[config.mk]
export PLATFORM = sky130hd
export DESIGN_NAME = anode_scan_ctrl
export DESIGN_NICKNAME = d
export VERILOG_FILES = /design/src/rtl/anode_scan_ctrl.sv
export SDC_FILE = /design/constraint.sdc
export NUM_CORES = 1
export LEC_CHECK = 0
export BUFFER_PORTS_ARGS = -buffer_cell sky130_fd_sc_hd__clkbuf_2
export CORE_AREA = 5 5 42 44
export DETAILED_ROUTE_END_ITERATION = 8
export DIE_AREA = 0 0 47 49
export PLACE_DENSITY_LB_ADDON = 0.05
export REMOVE_ABC_BUFFERS = 1
export SYNTH_ARGS = -nofsm -noshare
export SYNTH_HDL_FRONTEND = slang
export SYNTH_SLANG_ARGS = --single-unit
export TNS_END_PERCENT = 20
[constraint.sdc]
create_clock -name clk -period 2.5 [get_ports clk]
set_input_delay 0.5 -clock clk [delete_from_list [all_inputs] [get_ports clk]]
set_output_delay 0.5 -clock clk [all_outputs]
set_load 0.005 [all_outputs]
[src/rtl/anode_scan_ctrl.sv]
// Multiplexed seven-segment anode scanner.
// A prescaler divides clk into slots. Each digit owns a group of slots, and
// exactly one slot in each group lights that digit's anode; the other slots
// are blanking dead-time. Digits are scanned from NUM_DIGITS-1 down to 0.
// All outputs are registered and decoded from the next-state counter values,
// so each output describes the state held after the same edge.
module anode_scan_ctrl #(
    parameter int NUM_DIGITS      = 4,
    parameter int PRESCALE        = 16,
    parameter int SLOTS_PER_DIGIT = 4,
    parameter int ACTIVE_SLOT     = 1,
    parameter int ACTIVE_LOW      = 1,
    localparam int DW = (NUM_DIGITS > 1) ? $clog2(NUM_DIGITS) : 1
) (
    input  logic                  clk,
    input  logic                  reset,
    input  logic                  en,
    input  logic                  blank_all,
    input  logic [NUM_DIGITS-1:0] digit_mask,
    output logic [NUM_DIGITS-1:0] AN_EN,
    output logic [DW-1:0]         DIGIT_SEL,
    output logic                  frame_start
);

    localparam int PW = (PRESCALE > 1) ? $clog2(PRESCALE) : 1;
    localparam int SW = (SLOTS_PER_DIGIT > 1) ? $clog2(SLOTS_PER_DIGIT) : 1;

    localparam logic [PW-1:0] PRE_MAX  = PW'(PRESCALE - 1);
    localparam logic [SW-1:0] SLOT_MAX = SW'(SLOTS_PER_DIGIT - 1);
    localparam logic [SW-1:0] LIT_SLOT = SW'(ACTIVE_SLOT);
    localparam logic [DW-1:0] DIG_MAX  = DW'(NUM_DIGITS - 1);

    // Level driven onto an anode that is off.
    localparam logic          OFF_LVL  = (ACTIVE_LOW != 0);
    localparam logic [NUM_DIGITS-1:0] AN_OFF = {NUM_DIGITS{OFF_LVL}};

    logic [PW-1:0] pre_reg;
    logic [SW-1:0] slot_reg;
    logic [DW-1:0] dig_reg;

    logic [PW-1:0] pre_next;
    logic [SW-1:0] slot_next;
    logic [DW-1:0] dig_next;
    logic          wrap_next;
    logic          lit_next;
    logic [NUM_DIGITS-1:0] an_next;

    // Counter chain: prescaler -> slot -> digit; frozen while en is low.
    always_comb begin
        pre_next  = pre_reg;
        slot_next = slot_reg;
        dig_next  = dig_reg;
        wrap_next = 1'b0;
        if (en) begin
            if (pre_reg != PRE_MAX) begin
                pre_next = pre_reg + 1'b1;
            end else begin
                pre_next = '0;
                if (slot_reg != SLOT_MAX) begin
                    slot_next = slot_reg + 1'b1;
                end else begin
                    slot_next = '0;
                    if (dig_reg == '0) begin
                        dig_next  = DIG_MAX;
                        wrap_next = 1'b1;
                    end else begin
                        dig_next = dig_reg - 1'b1;
                    end
                end
            end
        end
    end

    // The lit slot is qualified by run enable and global blanking; the
    // per-digit mask and digit match are applied per anode bit below.
    assign lit_next = en && !blank_all && (slot_next == LIT_SLOT);

    generate
        for (genvar gi = 0; gi < NUM_DIGITS; gi++) begin : g_anode
            assign an_next[gi] =
                (lit_next && digit_mask[gi] && (dig_next == DW'(gi))) ^ OFF_LVL;
        end
    endgenerate

    // State and registered outputs; reset takes priority over en.
    always_ff @(posedge clk) begin
        if (reset) begin
            pre_reg     <= '0;
            slot_reg    <= '0;
            dig_reg     <= DIG_MAX;
            AN_EN       <= AN_OFF;
            DIGIT_SEL   <= DIG_MAX;
            frame_start <= 1'b0;
        end else begin
            pre_reg     <= pre_next;
            slot_reg    <= slot_next;
            dig_reg     <= dig_next;
            AN_EN       <= an_next;
            DIGIT_SEL   <= dig_next;
            frame_start <= wrap_next;
        end
    end

endmodule

==> impl_table.tex, run 1 <==
\begin{tabular}{lr}
\hline
Metric & Value \\
\hline
\multicolumn{2}{l}{\textbf{Run status}} \\
\quad Outcome & completed \\
\multicolumn{2}{l}{\textbf{Layout}} \\
\quad Fin cells & 91 \\
\quad Fill cell total of the finished layout & 159 \\
\quad Post-synthesis to final-layout area growth & 18.5\% \\
\quad Number of nets in the finished design & 87 \\
\quad Diode count & 0 \\
\quad Fraction of final layout cells with drive strength greater than 1 & 28.0\% \\
\multicolumn{2}{l}{\textbf{Yosys}} \\
\quad Sequential element share of the synthesized area & 45.8\% \\
\quad Netlist cell types & 23 \\
\quad Flip-flop cell with the highest count after synthesis & sky130\_fd\_sc\_hd\_\_dfxtp\_1 \\
\quad Fraction of registers with async set or reset after synthesis & 0\% \\
\quad Cell type with the largest total area after synthesis & sky130\_fd\_sc\_hd\_\_dfxtp\_1 \\
\quad Most common cell in the netlist & sky130\_fd\_sc\_hd\_\_dfxtp\_1 \\
\quad Number of enable-type register cells in the synthesized netlist & 0 \\
\quad Post-synth top cells & 13 x sky130\_fd\_sc\_hd\_\_dfxtp\_1, 6 x sky130\_fd\_sc\_hd\_\_nor2\_1, 5 x sky130\_fd\_sc\_hd\_\_a21oi\_1 \\
\quad Count of state elements after synthesis & 13 \\
\quad Post-Synthesis Mean Instance Area & 9.63 um2 \\
\quad Post-synthesis instance area & roughly 570 um2 \\
\quad Total number of yosys warnings & 0 \\
\quad Syn Inst Count & 59 \\
\quad Most area-consuming cells after synthesis & sky130\_fd\_sc\_hd\_\_dfxtp\_1 46\%, sky130\_fd\_sc\_hd\_\_ha\_1 6.6\%, sky130\_fd\_sc\_hd\_\_a21oi\_1 4.4\%, sky130\_fd\_sc\_hd\_\_nand4\_1 4.4\%, sky130\_fd\_sc\_hd\_\_nor2\_1 4.0\% \\
\quad Synth top area share & about 46\% \\
\multicolumn{2}{l}{\textbf{Clock tree}} \\
\quad Number of H-tree levels & 1 \\
\quad Count of clock tree sinks & 13 \\
\quad Maximum number of buffers from clock root to sink & 2 \\
\quad Cts bufs inserted & 3 \\
\quad Root Driver & sky130\_fd\_sc\_hd\_\_clkbuf\_4 \\
\quad Clock tree from TritonCTS & built \\
\quad Clock-pin slew reported for the worst setup and hold paths after clock tree synthesis & approximately 0.080 ns \\
\quad Later-pin clock latency in the skew report & between 0.2 and 0.3 ns \\
\quad Hold-fix buffers, CTS & 0 \\
\quad Post-CTS Setup Bufs & 0 \\
\quad Quantity of gates resized following cts & 0 \\
\multicolumn{2}{l}{\textbf{Worst setup path}} \\
\quad Start of the worst register-to-register path & pre\_reg[0]\$\_SDFFE\_PP0P\_ \\
\quad Kind of start point of the critical path & flop \\
\quad R2R depth & 5 \\
\quad Startpoint of the worst setup timing path & pre\_reg[0]\$\_SDFFE\_PP0P\_ \\
\quad R2R Path End & AN\_EN[2]\$\_SDFF\_PP1\_ \\
\quad Setup slack of the worst register-to-register path & roughly 0.87 ns \\
\quad Maximum fanout along the worst path & 5 \\
\quad Endpoint type of the worst setup path & flop \\
\quad End point of the critical path & AN\_EN[2]\$\_SDFF\_PP1\_ \\
\quad Required time reported for the critical path endpoint & 2.64 ns \\
\quad Endpoint arrival time on the critical path & 1.77 ns \\
\quad Critical path class & reg2reg \\
\multicolumn{2}{l}{\textbf{Run}} \\
\quad Max capacitance violation total & 0 \\
\multicolumn{2}{l}{\textbf{Global route}} \\
\quad Via count of the first global-routing pass & between 300 and 400 \\
\quad Combined global-route utilization of all metal layers & roughly a tenth \\
\quad Pin count of the biggest net entering global routing & 11 \\
\quad Grt total ovfl & 0 \\
\quad Number of antenna violations at the first check in global routing & 0 \\
\quad Wire length of the first global-routing pass & 1.61 mm \\
\multicolumn{2}{l}{\textbf{Route}} \\
\quad DRT Pass-1 Iters & 4 \\
\quad DRC marker count from the first detailed-route iteration & 10 \\
\quad Via count of the routed design & between 400 and 500 \\
\quad Remaining antenna violation count after routing & 0 \\
\quad Routed Wire Length & 1.02 mm \\
\quad Post-detailed-route via-to-cell ratio & 5.27 \\
\quad Post-route DRC violation count & 0 \\
\quad Final routed wire length divided by cell count & 11.2 um \\
\multicolumn{2}{l}{\textbf{Die}} \\
\quad Starting density of the core & 40.5\% \\
\quad Core Footprint & 1400 um2 \\
\quad Count of boundary I/O pins & 15 \\
\quad Die W & 47 um \\
\quad Die area & between 2000 and 2500 um2 \\
\quad Number of placement rows & 14 \\
\quad DIE HEIGHT & around 49 um \\
\multicolumn{2}{l}{\textbf{Place}} \\
\quad GP Congestion & $\sim$0.74 \\
\quad Placed cells & 87 \\
\quad Post-detailed-placement half-perimeter wirelength & 837 um \\
\quad Port Buffer Count & 14 \\
\multicolumn{2}{l}{\textbf{STA}} \\
\quad Max-slew violation total from the final report & 0 \\
\quad Relative max-transition margin & between 70\% and 80\% \\
\quad Slew @ Worst Pin & 0.335 ns \\
\quad Count of final setup violators & 0 \\
\quad Share of the clock period used by the worst path after layout & 65.1\% \\
\quad Unrepaired setup endpoints after global routing & no \\
\quad Total Neg Setup Slack & 0 ns \\
\quad Worst-case clock skew & 0.00549 ns \\
\quad Crit path time final & between 1.5 and 2 ns \\
\quad Highest clock frequency the design can meet & approximately 600 MHz \\
\quad Endpoints failing hold & 0 \\
\multicolumn{2}{l}{\textbf{Pwr}} \\
\quad Power density relative to cell area & 527 nW/um2 \\
\quad Static leakage power & 0.000323 uW \\
\quad Maximum VDD drop & between 0.0002 and 0.00025 V \\
\multicolumn{2}{l}{\textbf{Min path}} \\
\quad Path type of the worst min-delay path & in2reg \\
\hline
\end{tabular}
==> layer usage <==
layer / vias to the layer above / track usage (%) / wire length [um]
met5: - / 0 / 0
met4: 0 / 4.15 / 0
met3: 0 / 3.32 / 90
met2: 14 / 14.9 / 499
met1: 221 / 11.7 / 432
li1: 245 / - / -
==> logic make-up after synthesis <==
| logic type | count (synthesis) | share of synthesized area [%] |
|---|---|---|
| AO/OA/AOI/OAI | 7 | 7.49 |
| XOR/XNOR | 1 | 1.54 |
| adder cells (fa/ha/maj) | 3 | 6.61 |
| buffers and inverters | 5 | 3.96 |
| flip-flops | 13 | 45.8 |
| multiplexers | 4 | 8.15 |
| AND/OR/NAND/NOR | 26 | 26.4 |
==> power by group <==
part / leakage, uW / internal [uW] / switching [uW]
combinational: 0.000203 / 8.45 / 8.98
sequential: 0.000105 / 209 / 3.07
clock: 0.0000150 / 61.7 / 63.0
==> worst min path at each step <==
stage,slack [ns],start,to,depth (start not counted)
after global placement,0.47,slot_reg[1]$_SDFF_PP0_,slot_reg[1]$_SDFF_PP0_,2
after CTS,0.40,digit_mask[0],AN_EN[0]$_SDFF_PP1_,2
after floorplan,0.45,slot_reg[1]$_SDFF_PP0_,slot_reg[1]$_SDFF_PP0_,2
after global routing,0.39,digit_mask[0],AN_EN[0]$_SDFF_PP1_,2
after detailed placement,0.47,slot_reg[1]$_SDFF_PP0_,slot_reg[1]$_SDFF_PP0_,2
final,0.41,digit_mask[1],AN_EN[1]$_SDFF_PP1_,2
==> cell usage in the layout (no fill, tap or decap), drive strengths merged, types with 2 or more instances in the layout <==
cell type and count:
nor2 6, inv 3, nand2b 3, nand4 4, mux2 2, clkbuf 18, ha 3, dfxtp 13
nand2 5, nor3 2, nand4b 2, a21oi 5, mux2i 2
==> critical path: stages, from the launching register on <==
cell	delay, ns
sky130_fd_sc_hd__dfxtp_1	0.40
sky130_fd_sc_hd__ha_1	0.26
sky130_fd_sc_hd__and4_4	0.28
sky130_fd_sc_hd__nand2_4	0.07
sky130_fd_sc_hd__mux2_4	0.33
sky130_fd_sc_hd__nand4b_1	0.17
==> layout make-up <==
class | instances | area [um2] | area share [%]
Multi-Input combinational cell | 41 | 285 | 42.4
Inverter | 3 | 11.3 | 1.67
Sequential cell | 13 | 260 | 38.7
Tap cell | 16 | 20.0 | 2.97
Clock buffer | 4 | 26.3 | 3.90
Timing Repair Buffer | 14 | 70.1 | 10.4
==> stage by stage <==
step                      setup WS [ns]  total power, uW  utilization [%]  hold WS [ns]  area (um2)
after global placement            0.877              235             46.2         0.473         647
after CTS                         0.871              363             48.0         0.399         673
final                             0.872              355             48.0         0.405         673
after floorplan                   0.988              224                -         0.447         557
after global routing              0.716              375             48.0         0.394         673
after detailed placement          0.841              235             46.2         0.470         647
(Power assumes the default switching activity.)
==> run 2: changes to the inputs <==
Settings changed: ABC_AREA from default to 1, CORE_AREA 5 5 42 44 to 5 5 43 49, DIE_AREA 0 0 47 49 to 0 0 48 54.
Clock period 2.5 ns to 1.35 ns, I/O delays scaled along.
==> run 2 against run 1 <==
  * Clock power rose by 89%
  * Sequential share of layout area fell by 7.1 points
  * Die area rose by 13%
  * Critical path depth rose by 1
  * Register-to-register slack got worse by 0.77 ns
  * Clock skew rose by 0.0014 ns
  * Core utilization rose by 3.7 points
  * Synthesized cell count rose by 51%
  * Cell count rose by 41%
==> impl_table.tex, run 2 <==
\begin{tabular}{lr}
\hline
Metric & Value \\
\hline
\multicolumn{2}{l}{\textbf{Run status}} \\
\quad Outcome & completed \\
\multicolumn{2}{l}{\textbf{Layout}} \\
\quad Fraction of final layout cells with drive strength greater than 1 & 39.1\% \\
\quad Top library cells by usage in the layout, fill and taps aside & 14 x sky130\_fd\_sc\_hd\_\_nand2\_1, 14 x sky130\_fd\_sc\_hd\_\_clkbuf\_2, 11 x sky130\_fd\_sc\_hd\_\_inv\_1 \\
\quad Diode count & 0 \\
\quad Multi-input combinational cell area & 392 um2 \\
\quad Reg area & 268 um2 \\
\quad Fill cell total of the finished layout & 185 \\
\quad Number of nets in the finished design & 122 \\
\quad Post-synthesis to final-layout area growth & 29.6\% \\
\multicolumn{2}{l}{\textbf{Worst setup path}} \\
\quad Ordered list of cells on the worst path & ha\_4, or2\_2, nand2\_2, nand3\_2, nor2\_4, nand2\_1 \\
\quad Endpoint type of the worst setup path & flop \\
\quad Endpoint arrival time on the critical path & about 1.4 ns \\
\quad Start of the worst register-to-register path & slot\_reg[1]\$\_SDFF\_PP0\_ \\
\quad Kind of start point of the critical path & flop \\
\quad Startpoint of the worst setup timing path & slot\_reg[1]\$\_SDFF\_PP0\_ \\
\quad Combined buffer and inverter count along the critical path & 0 \\
\quad Critical path class & reg2reg \\
\quad Maximum fanout along the worst path & 4 \\
\quad Library cell contributing the largest single delay on the critical path & sky130\_fd\_sc\_hd\_\_dfxtp\_2 \\
\quad Family with the most delay on the worst path & simple AND/OR/NAND/NOR gates \\
\quad Required time reported for the critical path endpoint & 1.52 ns \\
\quad Stage delay of the slowest cell on the critical path & 0.34 ns \\
\multicolumn{2}{l}{\textbf{Yosys}} \\
\quad Count of state elements after synthesis & 13 \\
\quad Fraction of registers with async set or reset after synthesis & 0\% \\
\quad Most common cell in the netlist & sky130\_fd\_sc\_hd\_\_nand2\_1 \\
\quad Number of enable-type register cells in the synthesized netlist & 0 \\
\quad Flip-flop cell with the highest count after synthesis & sky130\_fd\_sc\_hd\_\_dfxtp\_1 \\
\quad Synth top area share & slightly below 40\% \\
\quad Most area-consuming cells after synthesis & sky130\_fd\_sc\_hd\_\_dfxtp\_1 40\%, sky130\_fd\_sc\_hd\_\_nand2\_1 9.2\%, sky130\_fd\_sc\_hd\_\_nand3\_1 8.4\%, sky130\_fd\_sc\_hd\_\_inv\_1 6.3\%, sky130\_fd\_sc\_hd\_\_ha\_1 5.7\% \\
\quad Total number of yosys warnings & 0 \\
\quad Syn Inst Count & 89 \\
\quad Post-Synthesis Mean Instance Area & 7.37 um2 \\
\quad Cell type with the largest total area after synthesis & sky130\_fd\_sc\_hd\_\_dfxtp\_1 \\
\quad Post-synth top cells & 16 x sky130\_fd\_sc\_hd\_\_nand2\_1, 13 x sky130\_fd\_sc\_hd\_\_dfxtp\_1, 11 x sky130\_fd\_sc\_hd\_\_inv\_1, 11 x sky130\_fd\_sc\_hd\_\_nand3\_1, 10 x sky130\_fd\_sc\_hd\_\_nor2\_1 \\
\quad Netlist cell types & 18 \\
\quad Post-synthesis instance area & 656 um2 \\
\quad Sequential element share of the synthesized area & around two fifths \\
\multicolumn{2}{l}{\textbf{Place}} \\
\quad GP Congestion & 0.818 \\
\quad Port Buffer Count & 14 \\
\quad Post-detailed-placement half-perimeter wirelength & 1.12 mm \\
\multicolumn{2}{l}{\textbf{STA}} \\
\quad Slew @ Worst Pin & around 0.24 ns \\
\quad Highest clock frequency the design can meet & around 800 MHz \\
\quad Minimum hold slack & 0.250 ns \\
\quad Worst-case clock skew & 0.00688 ns \\
\quad Endpoints failing hold & 0 \\
\quad Relative max-transition margin & between 80\% and 90\% \\
\quad Count of final setup violators & 0 \\
\quad Total Neg Setup Slack & 0 ns \\
\quad Max-slew violation total from the final report & 0 \\
\quad Share of the clock period used by the worst path after layout & 92.4\% \\
\quad Crit path time final & 1.25 ns \\
\quad Unrepaired setup endpoints after global routing & no \\
\multicolumn{2}{l}{\textbf{Route}} \\
\quad DRT Pass-1 Iters & 3 \\
\quad Post-route DRC violation count & 0 \\
\quad Remaining antenna violation count after routing & 0 \\
\quad Final routed wire length divided by cell count & roughly 11 um \\
\quad DRC marker count from the first detailed-route iteration & 5 \\
\quad Routed Wire Length & 1.39 mm \\
\quad Post-detailed-route via-to-cell ratio & 4.87 \\
\quad Via count of the routed design & roughly 620 \\
\multicolumn{2}{l}{\textbf{Die}} \\
\quad Die W & 48 um \\
\quad Starting density of the core & 39.9\% \\
\quad DIE HEIGHT & about 54 um \\
\quad Number of placement rows & 16 \\
\quad Die area & 2590 um2 \\
\quad Count of boundary I/O pins & 15 \\
\quad Core Footprint & 1640 um2 \\
\multicolumn{2}{l}{\textbf{Clock tree}} \\
\quad Clock-pin slew reported for the worst setup and hold paths after clock tree synthesis & 0.08 ns \\
\quad Later-pin clock latency in the skew report & roughly 0.27 ns \\
\quad Count of clock tree sinks & 13 \\
\quad Number of H-tree levels & 1 \\
\quad Clock tree from TritonCTS & built \\
\quad Hold-fix buffers, CTS & 0 \\
\quad Root Driver & sky130\_fd\_sc\_hd\_\_clkbuf\_4 \\
\quad Cts bufs inserted & 3 \\
\quad Maximum number of buffers from clock root to sink & 2 \\
\multicolumn{2}{l}{\textbf{Min path}} \\
\quad Path type of the worst min-delay path & in2reg \\
\quad Start point of the worst min-delay path & reset \\
\multicolumn{2}{l}{\textbf{Pwr}} \\
\quad Power density relative to cell area & 798 nW/um2 \\
\quad Maximum VDD drop & 0.000449 V \\
\quad Static leakage power & between 0.0003 and 0.0004 uW \\
\multicolumn{2}{l}{\textbf{Run}} \\
\quad Max capacitance violation total & 0 \\
\multicolumn{2}{l}{\textbf{Global route}} \\
\quad Pin count of the biggest net entering global routing & 9 \\
\quad Via count of the first global-routing pass & 564 \\
\quad Grt total ovfl & 0 \\
\quad Wire length of the first global-routing pass & 2.20 mm \\
\quad Combined global-route utilization of all metal layers & approximately 12\% \\
\quad Number of antenna violations at the first check in global routing & 0 \\
\hline
\end{tabular}
[run 2: power by group]
part           leakage [uW]  internal, uW  switching [uW]  total, uW
combinational      0.000267          20.4            25.8       46.2
sequential         0.000107           389            6.70        396
clock             0.0000150           114             121        236
[run 2: cell type report]
class | count | area share (%)
Clock buffer | 4 | 3.09
Inverter | 13 | 5.74
Multi-Input combinational cell | 63 | 46.1
Sequential cell | 13 | 31.5
Tap cell | 18 | 2.65
Timing Repair Buffer | 17 | 10.9
[run 2: worst paths after layout]
path	endpoint	cells after the start	slack, ns
min reg2reg	pre_reg[1]$_SDFFE_PP0P_	2	0.50
max	AN_EN[1]$_SDFF_PP1_	6	0.10
max reg2reg	AN_EN[1]$_SDFF_PP1_	6	0.10
min	frame_start$_SDFF_PP0_	2	0.25
[run 2: logic make-up after synthesis]
group / after synthesis / share of synthesized area [%]
buffers and inverters: 13 / 7.44
XOR/XNOR: 1 / 1.34
AND/OR/NAND/NOR: 50 / 37.2
flip-flops: 13 / 39.7
AO/OA/AOI/OAI: 9 / 8.59
adder cells (fa/ha/maj): 3 / 5.73
[run 2: timing repair]
action,CTS,global route
pin swaps,0,7
gates resized for setup,1,13
setup endpoints to repair,4,4
setup buffers,0,1
[run 2: worst register-to-register path, stage by stage, from the launching register on]
cell                      delay [ns]
sky130_fd_sc_hd__dfxtp_2        0.34
sky130_fd_sc_hd__ha_4           0.16
sky130_fd_sc_hd__or2_2          0.29
sky130_fd_sc_hd__nand2_2        0.08
sky130_fd_sc_hd__nand3_2        0.08
sky130_fd_sc_hd__nor2_4         0.14
sky130_fd_sc_hd__nand2_1        0.06
[run 2: metrics by stage]
stage | setup slack, ns | cells | total power [uW] | cell area [um2] | utilization, %
global route | 0.00215 | 128 | 721 | 850 | 51.8
floorplan | 0.127 | 89 | 424 | 656 | -
global placement | 0.0393 | 123 | 443 | 763 | 46.5
CTS | 0.00676 | 127 | 682 | 792 | 48.2
finish | 0.103 | 128 | 678 | 850 | 51.8
detailed placement | 0.0309 | 123 | 443 | 763 | 46.5
[run 2: routing by layer]
layer	share of wire (%)	global-route usage, %	up-vias
met5	0	0	-
li1	-	-	331
met1	44	13.7	278
met4	0.94	5.83	0
met3	5.6	4.01	2
met2	49	20.7	12
==> run 3: changes to the inputs <==
Settings changed: CORE_AREA 5 5 43 49 to 5 5 45 47, DIE_AREA 0 0 48 54 to 0 0 50 52.
==> run 3 against run 2 <==
  * Critical path type unchanged
  * Die area rose by 0.31%
  * Critical endpoint is now AN_EN[0]$_SDFF_PP1_
  * Routed wire length grew 4.6%
  * Register-to-register slack barely moved
  * Via count is 0.16% lower
  * Global-route usage down 0.15 points
  * Worst hold slack worse by 0.046 ns
  * Clock power grew 4%
  * Non-clock buffer count increased by 4
  * Combinational power rose by 10%
  * Largest power group unchanged
  * Sequential power is essentially flat
==> impl_table.tex, run 3 (synthesis gave the netlist of run 2 again) <==
\begin{tabular}{lr}
\hline
Metric & Value \\
\hline
\multicolumn{2}{l}{\textbf{Global route}} \\
\quad Combined global-route utilization of all metal layers & approximately an eighth \\
\quad Grt total ovfl & 0 \\
\quad Pin count of the biggest net entering global routing & 9 \\
\quad Number of antenna violations at the first check in global routing & 0 \\
\quad Via count of the first global-routing pass & a little under 600 \\
\quad Met2 capacity usage during global routing & 19.9\% \\
\quad Most Crowded Layer GR & met2 \\
\quad M3 GR Usage & 3.72\% \\
\quad Global routing usage on met1 & 14.2\% \\
\quad Wire length of the first global-routing pass & around 2.4 mm \\
\multicolumn{2}{l}{\textbf{Clock tree}} \\
\quad Maximum number of buffers from clock root to sink & 2 \\
\quad Number of H-tree levels & 1 \\
\quad Later-pin clock latency in the skew report & between 0.2 and 0.3 ns \\
\quad Cts bufs inserted & 3 \\
\quad Clock-pin slew reported for the worst setup and hold paths after clock tree synthesis & 0.08 ns \\
\quad Hold-fix buffers, CTS & 0 \\
\quad Count of clock tree sinks & 13 \\
\quad Root Driver & sky130\_fd\_sc\_hd\_\_clkbuf\_4 \\
\quad Clock tree from TritonCTS & built \\
\multicolumn{2}{l}{\textbf{Place}} \\
\quad Post-detailed-placement half-perimeter wirelength & 1.09 mm \\
\quad Port Buffer Count & 14 \\
\quad GP Congestion & 0.790 \\
\quad Placed cells & 124 \\
\multicolumn{2}{l}{\textbf{Route}} \\
\quad DRC marker count from the first detailed-route iteration & 11 \\
\quad DRT Pass-1 Iters & 4 \\
\quad Remaining antenna violation count after routing & 0 \\
\quad Via count of the routed design & 622 \\
\quad Final routed wire length divided by cell count & 11.1 um \\
\quad Post-route DRC violation count & 0 \\
\quad Post-detailed-route via-to-cell ratio & 4.75 \\
\quad Routed Wire Length & 1.45 mm \\
\multicolumn{2}{l}{\textbf{Min path}} \\
\quad Path type of the worst min-delay path & in2reg \\
\quad Depth of the worst hold-timing path & 2 \\
\quad Hold worst-path end & slot\_reg[1]\$\_SDFF\_PP0\_ \\
\quad Start point of the worst min-delay path & reset \\
\multicolumn{2}{l}{\textbf{STA}} \\
\quad Worst-case clock skew & about 0.0033 ns \\
\quad Share of the clock period used by the worst path after layout & just over 90\% \\
\quad Total Neg Setup Slack & 0 ns \\
\quad Relative max-transition margin & 82.2\% \\
\quad Slew @ Worst Pin & 0.267 ns \\
\quad Max-slew violation total from the final report & 0 \\
\quad Crit path time final & 1.24 ns \\
\quad Highest clock frequency the design can meet & roughly 800 MHz \\
\quad Count of final setup violators & 0 \\
\quad Unrepaired setup endpoints after global routing & no \\
\quad Minimum hold slack & approximately 0.20 ns \\
\quad Endpoints failing hold & 0 \\
\multicolumn{2}{l}{\textbf{Layout}} \\
\quad Core Util, Final & between 50\% and 60\% \\
\quad Fin cells & 131 \\
\quad Fill cell total of the finished layout & 172 \\
\quad Top library cells by usage in the layout, fill and taps aside & 15 x sky130\_fd\_sc\_hd\_\_nand2\_1, 14 x sky130\_fd\_sc\_hd\_\_clkbuf\_2, 11 x sky130\_fd\_sc\_hd\_\_inv\_1, 11 x sky130\_fd\_sc\_hd\_\_nand3\_1, 10 x sky130\_fd\_sc\_hd\_\_nor2\_1 \\
\quad Most common cell after layout, fill and taps aside & sky130\_fd\_sc\_hd\_\_nand2\_1 \\
\quad Number of nets in the finished design & around 130 \\
\quad Fraction of final layout cells with drive strength greater than 1 & between 40\% and 50\% \\
\quad Post-synthesis to final-layout area growth & 32.3\% \\
\quad Diode count & 0 \\
\multicolumn{2}{l}{\textbf{Die}} \\
\quad Die W & roughly 50 um \\
\quad Core Footprint & approximately 1600 um2 \\
\quad DIE HEIGHT & $\sim$52 um \\
\quad Count of boundary I/O pins & 15 \\
\quad Starting density of the core & 40.6\% \\
\quad Number of placement rows & 15 \\
\quad Die area & 2600 um2 \\
\multicolumn{2}{l}{\textbf{Worst setup path}} \\
\quad Start of the worst register-to-register path & pre\_reg[1]\$\_SDFFE\_PP0P\_ \\
\quad Setup slack of the worst register-to-register path & 0.11 ns \\
\quad Maximum fanout along the worst path & 4 \\
\quad Endpoint type of the worst setup path & flop \\
\quad Critical path class & reg2reg \\
\quad Kind of start point of the critical path & flop \\
\quad Required time reported for the critical path endpoint & 1.52 ns \\
\quad R2R Path End & AN\_EN[0]\$\_SDFF\_PP1\_ \\
\quad Endpoint arrival time on the critical path & 1.42 ns \\
\quad R2R depth & 8 \\
\multicolumn{2}{l}{\textbf{Run status}} \\
\quad Outcome & completed \\
\multicolumn{2}{l}{\textbf{Pwr}} \\
\quad Post-layout total power & 692 uW \\
\quad Power density relative to cell area & 799 nW/um2 \\
\quad Maximum VDD drop & 0.000545 V \\
\quad Static leakage power & 0.000404 uW \\
\multicolumn{2}{l}{\textbf{Run}} \\
\quad Max capacitance violation total & 0 \\
\hline
\end{tabular}
==> run 3: repair_timing <==
| item | in CTS | in global routing |
|---|---|---|
| buffers inserted | 0 | 3 |
| setup endpoints to repair | 0 | 5 |
| gates resized for setup | 0 | 13 |
==> run 3: layer usage <==
| layer | routed length [um] | share of wire, % |
|---|---|---|
| met1 | 649 | 45 |
| met2 | 718 | 49 |
| met3 | 57 | 3.9 |
| met4 | 27 | 1.9 |
| met5 | 0 | 0 |
==> run 3: per-stage QoR <==
| stage | area, um2 | setup slack, ns |
|---|---|---|
| floorplan | 656 | 0.127 |
| global placement | 777 | 0.0221 |
| detailed placement | 777 | 0.0162 |
| CTS | 803 | 0.00672 |
| global route | 867 | 0.00240 |
| finish | 867 | 0.106 |
==> run 3: worst max-delay path by stage <==
stage                                        from             endpoint
after floorplan            slot_reg[0]$_SDFF_PP0_  AN_EN[3]$_SDFF_PP1_
after global placement     slot_reg[0]$_SDFF_PP0_  AN_EN[2]$_SDFF_PP1_
after detailed placement  pre_reg[0]$_SDFFE_PP0P_  AN_EN[2]$_SDFF_PP1_
after CTS                 pre_reg[0]$_SDFFE_PP0P_  AN_EN[0]$_SDFF_PP1_
after global routing      pre_reg[1]$_SDFFE_PP0P_  AN_EN[0]$_SDFF_PP1_
final                     pre_reg[1]$_SDFFE_PP0P_  AN_EN[0]$_SDFF_PP1_
==> run 3: final cells by class <==
class / instances / area (um2) / area share [%]
multi-input cells: 63 / 382 / 44.0
flip-flops and latches: 13 / 267 / 30.7
repair buffers: 21 / 123 / 14.1
clock buffers: 4 / 26.3 / 3.03
inverters: 13 / 48.8 / 5.63
well taps: 17 / 21.3 / 2.45
==> run 3: worst max-delay path: stages, from the launching register on <==
cell	delay [ns]
sky130_fd_sc_hd__dfxtp_2	0.36
sky130_fd_sc_hd__ha_4	0.16
sky130_fd_sc_hd__nand2_4	0.05
sky130_fd_sc_hd__nor2_4	0.11
sky130_fd_sc_hd__inv_2	0.06
sky130_fd_sc_hd__nand2_2	0.08
sky130_fd_sc_hd__nand3_2	0.10
sky130_fd_sc_hd__nor2_4	0.16
sky130_fd_sc_hd__nand2_1	0.06
==> run 3: where the power goes <==
group          total [uW]  leakage, uW  internal (uW)  switching [uW]
clock network         246    0.0000150            115             131
registers             395     0.000107            390            5.53
logic                50.9     0.000282           23.1            27.8
